`config.mk`:
```
export PLATFORM = sky130hd
export DESIGN_NAME = fetch_ctrl_flat
export DESIGN_NICKNAME = d
export VERILOG_FILES = /design/src/rtl/fetch_ctrl_if.sv /design/src/rtl/fetch_ctrl.sv /design/src/flat_wrapper.sv
export SDC_FILE = /design/constraint.sdc
export NUM_CORES = 1
export LEC_CHECK = 0
export CORE_AREA = 8 8 129 191
export DETAILED_ROUTE_END_ITERATION = 6
export DIE_AREA = 0 0 137 199
export SLEW_MARGIN = 20
export SYNTH_ARGS = -nofsm -noshare
export SYNTH_HDL_FRONTEND = slang
export SYNTH_SLANG_ARGS = --single-unit
```
`constraint.sdc`:
```
create_clock -name clk -period 3.8 [get_ports clk]
set_input_delay 0.76 -clock clk [delete_from_list [all_inputs] [get_ports clk]]
set_output_delay 0.76 -clock clk [all_outputs]
set_load 0.01 [all_outputs]
```
`src/rtl/fetch_ctrl_if.sv`:
```
// Fetch-side handshake bundle: instruction bus, decode slot and branch redirect.
interface fetch_ctrl_if;
  logic        ireq_valid;
  logic [31:0] ireq_addr;
  logic        ireq_ready;
  logic        iresp_valid;
  logic [31:0] iresp_data;
  logic        out_valid;
  logic [31:0] out_pc;
  logic [31:0] out_instr;
  logic        out_ready;
  logic        redirect_valid;
  logic [31:0] redirect_pc;
  logic [31:0] redirect_target;

  modport master (
    output ireq_valid, ireq_addr, out_valid, out_pc, out_instr,
    input  ireq_ready, iresp_valid, iresp_data, out_ready,
           redirect_valid, redirect_pc, redirect_target
  );

  modport slave (
    input  ireq_valid, ireq_addr, out_valid, out_pc, out_instr,
    output ireq_ready, iresp_valid, iresp_data, out_ready,
           redirect_valid, redirect_pc, redirect_target
  );
endinterface

```
`src/rtl/fetch_ctrl.sv`:
```
// MIPS fetch sequencer: owns the PC, one outstanding bus request, single decode slot,
// and taken-branch redirects honouring the delay slot.
module fetch_ctrl #(
  parameter logic [31:0] RESET_PC = 32'h0000_0000,
  parameter int unsigned PC_STEP  = 4
) (
  input  logic         clk,
  input  logic         reset,
  fetch_ctrl_if.master bus
);

  typedef enum logic [1:0] {S_REQ, S_WAIT, S_HOLD} state_t;
  typedef struct packed {
    logic [31:0] pc;
    logic [31:0] instr;
  } slot_t;

  state_t      state;
  logic [31:0] cur_pc;
  logic        pend_valid;
  logic [31:0] pend_target;
  logic        drop;
  logic        slot_valid;
  slot_t       slot;

  logic [31:0] dslot_pc;
  logic        redir_hit;
  logic        redir_miss;
  logic [31:0] seq_pc;
  logic [31:0] hold_next_pc;

  // A redirect whose delay slot is cur_pc keeps the slot; anything else is wrong-path.
  assign dslot_pc     = bus.redirect_pc + 32'd4;
  assign redir_hit    = bus.redirect_valid && (cur_pc == dslot_pc);
  assign redir_miss   = bus.redirect_valid && (cur_pc != dslot_pc);
  assign seq_pc       = pend_valid ? pend_target : cur_pc + 32'(PC_STEP);
  assign hold_next_pc = redir_hit ? bus.redirect_target : seq_pc;

  // Request is withheld while reset is held so the bus never sees a stray request.
  assign bus.ireq_valid = (state == S_REQ) && !reset;
  assign bus.ireq_addr  = cur_pc;
  assign bus.out_valid  = slot_valid;
  assign bus.out_pc     = slot.pc;
  assign bus.out_instr  = slot.instr;

  always_ff @(posedge clk) begin
    if (reset) begin
      state       <= S_REQ;
      cur_pc      <= RESET_PC;
      pend_valid  <= 1'b0;
      pend_target <= '0;
      drop        <= 1'b0;
      slot_valid  <= 1'b0;
      slot        <= '0;
    end else begin
      // Later assignments below override this when the slot completes the same cycle.
      if (redir_hit) begin
        pend_valid  <= 1'b1;
        pend_target <= bus.redirect_target;
      end
      unique case (state)
        S_REQ: begin
          if (redir_miss) begin
            cur_pc     <= bus.redirect_target;
            pend_valid <= 1'b0;
            if (bus.ireq_ready) begin
              drop  <= 1'b1;
              state <= S_WAIT;
            end
          end else if (bus.ireq_ready) begin
            state <= S_WAIT;
          end
        end
        S_WAIT: begin
          if (redir_miss) begin
            cur_pc     <= bus.redirect_target;
            pend_valid <= 1'b0;
            if (bus.iresp_valid) begin
              drop  <= 1'b0;
              state <= S_REQ;
            end else begin
              drop <= 1'b1;
            end
          end else if (bus.iresp_valid) begin
            if (drop) begin
              drop  <= 1'b0;
              state <= S_REQ;
            end else begin
              slot_valid  <= 1'b1;
              slot.pc     <= cur_pc;
              slot.instr  <= bus.iresp_data;
              state       <= S_HOLD;
            end
          end
        end
        S_HOLD: begin
          if (redir_miss) begin
            slot_valid <= 1'b0;
            cur_pc     <= bus.redirect_target;
            pend_valid <= 1'b0;
            state      <= S_REQ;
          end else if (bus.out_ready) begin
            slot_valid <= 1'b0;
            cur_pc     <= hold_next_pc;
            pend_valid <= 1'b0;
            state      <= S_REQ;
          end
        end
        default: state <= S_REQ;
      endcase
    end
  end

endmodule

```
`src/flat_wrapper.sv`:
```
// flat-port wrapper written by rule: the top's interface ports become plain ports
module fetch_ctrl_flat 
#(
  parameter logic [31:0] RESET_PC = 32'h0000_0000,
  parameter int unsigned PC_STEP  = 4
)
  (clk, reset, bus_ireq_valid, bus_ireq_addr, bus_out_valid, bus_out_pc, bus_out_instr, bus_ireq_ready, bus_iresp_valid, bus_iresp_data, bus_out_ready, bus_redirect_valid, bus_redirect_pc, bus_redirect_target);
  fetch_ctrl_if bus_i ();
  input  logic clk;
  input  logic reset;
  output wire logic [$bits(bus_i.ireq_valid)-1:0] bus_ireq_valid;
  output wire logic [$bits(bus_i.ireq_addr)-1:0] bus_ireq_addr;
  output wire logic [$bits(bus_i.out_valid)-1:0] bus_out_valid;
  output wire logic [$bits(bus_i.out_pc)-1:0] bus_out_pc;
  output wire logic [$bits(bus_i.out_instr)-1:0] bus_out_instr;
  input wire logic [$bits(bus_i.ireq_ready)-1:0] bus_ireq_ready;
  input wire logic [$bits(bus_i.iresp_valid)-1:0] bus_iresp_valid;
  input wire logic [$bits(bus_i.iresp_data)-1:0] bus_iresp_data;
  input wire logic [$bits(bus_i.out_ready)-1:0] bus_out_ready;
  input wire logic [$bits(bus_i.redirect_valid)-1:0] bus_redirect_valid;
  input wire logic [$bits(bus_i.redirect_pc)-1:0] bus_redirect_pc;
  input wire logic [$bits(bus_i.redirect_target)-1:0] bus_redirect_target;
  assign bus_ireq_valid = bus_i.ireq_valid;
  assign bus_ireq_addr = bus_i.ireq_addr;
  assign bus_out_valid = bus_i.out_valid;
  assign bus_out_pc = bus_i.out_pc;
  assign bus_out_instr = bus_i.out_instr;
  assign bus_i.ireq_ready = bus_ireq_ready;
  assign bus_i.iresp_valid = bus_iresp_valid;
  assign bus_i.iresp_data = bus_iresp_data;
  assign bus_i.out_ready = bus_out_ready;
  assign bus_i.redirect_valid = bus_redirect_valid;
  assign bus_i.redirect_pc = bus_redirect_pc;
  assign bus_i.redirect_target = bus_redirect_target;
  fetch_ctrl #(.RESET_PC(RESET_PC), .PC_STEP(PC_STEP)) u_core (.clk(clk), .reset(reset), .bus(bus_i));
endmodule
```
Word-level counts from Yosys, hierarchy flattened. Index checks and enable logic that the tools add are counted.

Register bits: 133. Latch bits: 0. Bits in writable memories: 0. Memory bits (read-only): 0. Input bits: 102. Memories: 0.

$add $sub $neg: 2. $mul: 0. Divide/modulo/power cells: 0. Order comparisons: 0. Equality and inequality tests: 12. Shift operators: 0. Mux-type cells: 31. Bitwise gates (word level): 2. Reduce and logical (&&, ||, !) cells: 14.

Operators with widths (number): $mux 32 (5); $add 32x3->32 const B (2); $pmux 32 s2 (1); $eq 32x32->1 (1); $ne 32x32->1 (1); $mux 1 (14); $mux 2 (7); $ne 2x2->1 const B (4); $reduce_and 4->1 (2); $ne 3x2->1 const B (2); $pmux 1 s2 (3); $pmux 2 s3 (1); $reduce_and 3->1 (2); $reduce_bool 2->1 (3); $reduce_and 5->1 (1); $ne 2x1->1 const B (2); $logic_and 1x1->1 (3); $eq 2x1->1 const B (1); $eq 2x2->1 const B (1); $logic_not 2->1 (1); $not 1->1 (2); $reduce_or 2->1 (1); $logic_not 1->1 (1).

Longest topological paths before layout.
Depth after elaboration: 7. Depth in mapped cells: 13. Depth with buffers taken out: 10.

Worst setup path before layout. No wires, ideal clock.

Path type: input to register. From: input port bus_redirect_pc[2]. To: register u_core.pend_target[30]. Library setup time: 0.128 ns. Arrival time: 3.607 ns. Slack: 0.066 ns. Stages on the path: 11. Path buffers: 1. Path through: ha_1 nand4_1 or4_1 or4_1 nand4_1 a21oi_1 or4_4 nor3_4 buf_6 mux2i_1 nor2_1.

Word-level cells in the longest chain between the ends: 3.

RTL lines: from (decl) (line flat_wrapper.sv:21) `input wire logic [$bits(bus_i.redirect_pc)-1:0] bus_redirect_pc;`; $add 32x3->32 (line fetch_ctrl.sv:33) `assign dslot_pc = bus.redirect_pc + 32'd4;`; $eq 32x32->1 (line fetch_ctrl.sv:34) `assign redir_hit = bus.redirect_valid && (cur_pc == dslot_pc);`; $logic_and 1x1->1 (line fetch_ctrl.sv:34); to (signal assigned) (line fetch_ctrl.sv:59) `pend_target <= bus.redirect_target;`; to (decl) (line fetch_ctrl.sv:21) `logic [31:0] pend_target;`.

Every way passes these cells. A chain may end at the register's enable or synchronous reset.

Final worst setup path.
From: input port bus_redirect_pc[5]. To: register u_core.cur_pc[30], in the netlist u_core.bus.ireq_addr[30].

Word-level cells in the longest chain between the ends: 7. Elaborated cells between the ends (all ways): 12. Classes of those cells: add/sub (1); eq/ne (4); mux (4); reduce/logical (3).

RTL lines: $add 32x3->32 (*) (line fetch_ctrl.sv:33); $eq 32x32->1 (line fetch_ctrl.sv:34); $logic_and 1x1->1 (line fetch_ctrl.sv:34); $mux 32 (line fetch_ctrl.sv:37) `assign hold_next_pc = redir_hit ? bus.redirect_target : seq_pc;`; $mux 32 (line fetch_ctrl.sv:102) `end else if (bus.out_ready) begin`; $mux 32 (line fetch_ctrl.sv:97) `if (redir_miss) begin`; $pmux 32 s2 (line fetch_ctrl.sv:61) `unique case (state)`; to (signal assigned) (line fetch_ctrl.sv:64) `cur_pc <= bus.redirect_target;`; to (signal assigned) (line fetch_ctrl.sv:99) `cur_pc <= bus.redirect_target;`; to (signal assigned) (line fetch_ctrl.sv:104) `cur_pc <= hold_next_pc;`; to (decl) (line fetch_ctrl.sv:19) `logic [31:0] cur_pc;`.

Every way passes the cells marked *; elsewhere a longest branch is shown, timed or not. The select of a mux whose other input is x is not followed.

==> impl_metrics.csv <==
group,metric,value,unit
outcome,status,"complete, no violations",
drt,drt_wl_total,28.3,mm
drt,ant_nets,0,
power_and_ir_drop,intPower,2.97,mW
place,hpwlAfterDp,20.4,mm
timing,finalHoldViolCount,0,
clock_tree,cts_inserted_buffers,17,
clock_tree,clkSinkCount,133,
synthesis,synth_ff_type,"dfxtp_1",
global_route,gr-total-overflow,0,
synthesis,ys_ff_latch,133,
place,post-place-cells,1435,
global_route,globalRouteTotalUtil,20.2,%
floorplan,initial_utilization,34.4,%
finish,final_nets,1297,
synthesis,netlist_area,7560,um2
drt,drc_errors,0,
clock_tree,cts-hold-fix-buffers,0,
finish,multi_input_comb_area,4560,um2
floorplan,coreArea,22000,um2
synthesis,synth_edf_count,0,
timing,finalCritPeriodShare,96.9,%
power_and_ir_drop,p_comb_share,16.9,%
timing,slew_headroom,60.3,%
floorplan,die_h,199,um
synthesis,synth_seq_area_share,35.2,%
power_and_ir_drop,max-vdd-ir-drop,254,uV
drt,first_iter_violations,510,
global_route,antenna_found_initial,3,
timing,min_period,3680,ps
synthesis,synth_area_leaders,"dfxtp_1 (35%), a21oi_1 (7.2%), mux2i_1 (6.9%), a31o_1 (6.8%), nand2_1 (6.3%)",
timing,setup_slack,116,ps
global_route,grt_max_degree,97,
power_and_ir_drop,clock_power_share,46.2,%
synthesis,ys_top_cells_by_count,"dfxtp_1 (133), nand2_1 (126), a21oi_1 (109), nor2_1 (88), clkbuf_1 (61)",
finish,stdcell_count,1485,
drt,wl_per_cell,19.1,um
finish,register_area,2660,um2
synthesis,synth.most_common_cell,"dfxtp_1",
finish,fillerInstances,2064,
synthesis,synth_top_cell_by_area,"dfxtp_1",
floorplan,placementRows,67,
floorplan,die_area,27300,um2
power_and_ir_drop,power.density,353,nW/um2
floorplan,die_w,137,um
power_and_ir_drop,leakagePower,4.36,nW
timing,setup_viol,0,
clock_tree,root_buffer,"clkbuf_16",
global_route,grt_pass1_vias,7694,
place,post-place-ws,-713,ps
drt,viasPerCell,5.31,
clock_tree,cts-htree-levels,4,
worst_setup_path,start_kind,"input port",
drt,via_count,7892,
place,gp_congestion,0.901,
timing,worst_pin_slew,595,ps
floorplan,io_pins,200,
drt,first_pass_iters,4,
timing,max_freq,271,MHz
worst_setup_path,critPathMaxFanout,13,
place,port_buffers,199,
run,max-cap-violations,0,
timing,skew,11.5,ps
clock_tree,insertion_delay,440,ps
worst_setup_path,crit_arrival,4020,ps
worst_setup_path,r2r_start,"u_core.bus.ireq_addr[12]",
synthesis,yosysTopAreaCellShare,35.2,%
clock_tree,clk_pin_slew,60,ps
power_and_ir_drop,p_sw,1.03,mW
clock_tree,cts_tree,"yes",
power_and_ir_drop,seqPwrFrac,37.0,%
synthesis,synth_area_per_cell,7.97,um2
synthesis,synth_cell_types,61,
synthesis,netlist_instances,949,
timing,tns,0,ps
worst_setup_path,startpoint,"bus_redirect_pc[5]",
worst_setup_path,critPathKind,"in -> reg",
finish,drive_above_1_share,15.1,%
clock_tree,cts_buffer_depth,2,
hold_path,min-delay-start,"u_core.bus.out_pc[27]",
timing,slew_viol_final,0,
hold_path,worstHoldPathType,"reg -> reg",
worst_setup_path,worstPathRequired,4130,ps
worst_setup_path,worst_setup_path_end_kind,"flop",
power_and_ir_drop,switching_share,25.7,%
timing,rsz0062_at_grt,"false",
synthesis,synthArstFlopShare,0,%
synthesis,yosysWarnings,0,
synthesis,syn_nets,1053,
global_route,grt_pass1_wl,42.7,mm
finish,syn_to_final_growth,50.1,%
==> metal layers <==
layer  up-vias  routed length [um]  global-route usage (%)
met2       181               15100                    36.4
met1      3780               11300                    22.9
met4         0                 639                    8.20
met3        44                1240                    3.44
met5         -                   0                       0
li1       3887                   -                       -
==> timing repair <==
item	in CTS	in global routing
pin swaps	9	12
cloned	2	2
resized for setup	21	27
buffers inserted	7	4
setup endpoints to repair	128	126
==> per-stage QoR <==
step / util (%) / instance area, um2 / power [mW] / hold WS, ps
2_1_floorplan: - / 7560 / 1.78 / 451
3_3_place_gp: 46.9 / 10300 / 2.13 / 442
3_5_place_dp: 46.9 / 10300 / 2.14 / 462
4_1_cts: 50.8 / 11100 / 4.02 / 470
5_1_grt: 51.7 / 11300 / 4.15 / 494
6_report: 51.7 / 11300 / 4.00 / 463
==> worst paths after layout <==
check                             end  slack, ps  cells past startpoint
max          u_core.bus.ireq_addr[30]        120                     13
min             u_core.bus.out_pc[27]        460                      2
max reg2reg     u_core.bus.out_pc[20]        760                     12
min reg2reg     u_core.bus.out_pc[27]        460                      2
==> sequential cells by signal, summed over array words and instances, names as in the netlist <==
| register | count |
|---|---|
| u_core.pend_target | 32 |
| u_core.bus.out_instr | 32 |
| u_core.pend_valid | 1 |
| u_core.bus.out_valid | 1 |
| u_core.bus.out_pc | 32 |
| u_core.bus.ireq_addr | 32 |
| u_core.state | 2 |
| u_core.drop | 1 |
==> cells in the final DEF, fill, tap and decap left out, types with 9 or more instances in the layout <==
| cell | instances |
|---|---|
| nand4_1 | 19 |
| nand2_1 | 126 |
| dfxtp_1 | 132 |
| buf_4 | 89 |
| a31o_1 | 59 |
| nor2_1 | 86 |
| nor3_1 | 20 |
| and3_1 | 9 |
| xnor2_1 | 27 |
| a21oi_1 | 107 |
| dlymetal6s2s_1 | 12 |
| clkdlybuf4s50_1 | 184 |
| mux2i_1 | 52 |
| nand3_1 | 20 |
| inv_1 | 15 |
| xor2_1 | 25 |
| clkbuf_16 | 19 |
| o21ai_0 | 37 |
| a211oi_1 | 9 |
==> power groups by stage <==
stage          combinational [mW]  clock (mW)  sequential (mW)
2_1_floorplan               0.276           0             1.51
3_3_place_gp                0.625           0             1.51
3_5_place_dp                0.628           0             1.51
4_1_cts                     0.655        1.89             1.48
5_1_grt                     0.725        1.94             1.48
6_report                    0.674        1.85             1.48
==> cell type report <==
class / count / area share, %
multi-input combinational: 717 / 40.2
clock buffer: 20 / 4.03
timing repair buffer: 308 / 26.9
sequential: 133 / 23.5
inverter: 16 / 0.551
antenna: 3 / 0.0662
tap: 276 / 3.04
clock inverter: 12 / 1.78
==> kinds of logic (layout without fill, tap and decap cells) <==
kind of cell,count (synthesis),in the layout,share of synthesized area (%)
flops,133,133,35.2
mux,52,52,6.89
buf+inv,99,356,6.19
compound gates,261,261,23.2
other cells,0,3,0
fa+ha+maj,2,2,0.331
simple gates,350,350,22.2
xor+xnor,52,52,6.02
==> worst max-delay path: stages <==
cell	delay, ps
dlygate4sd2_1	240
buf_6	130
nand3_1	60
or4_4	560
or4b_4	550
a21oi_4	200
o22ai_4	100
or4b_4	540
o21ai_4	200
buf_12	160
buf_8	150
a21oi_1	60
a221oi_2	270
No activity file was read; power rests on OpenSTA's default activity.
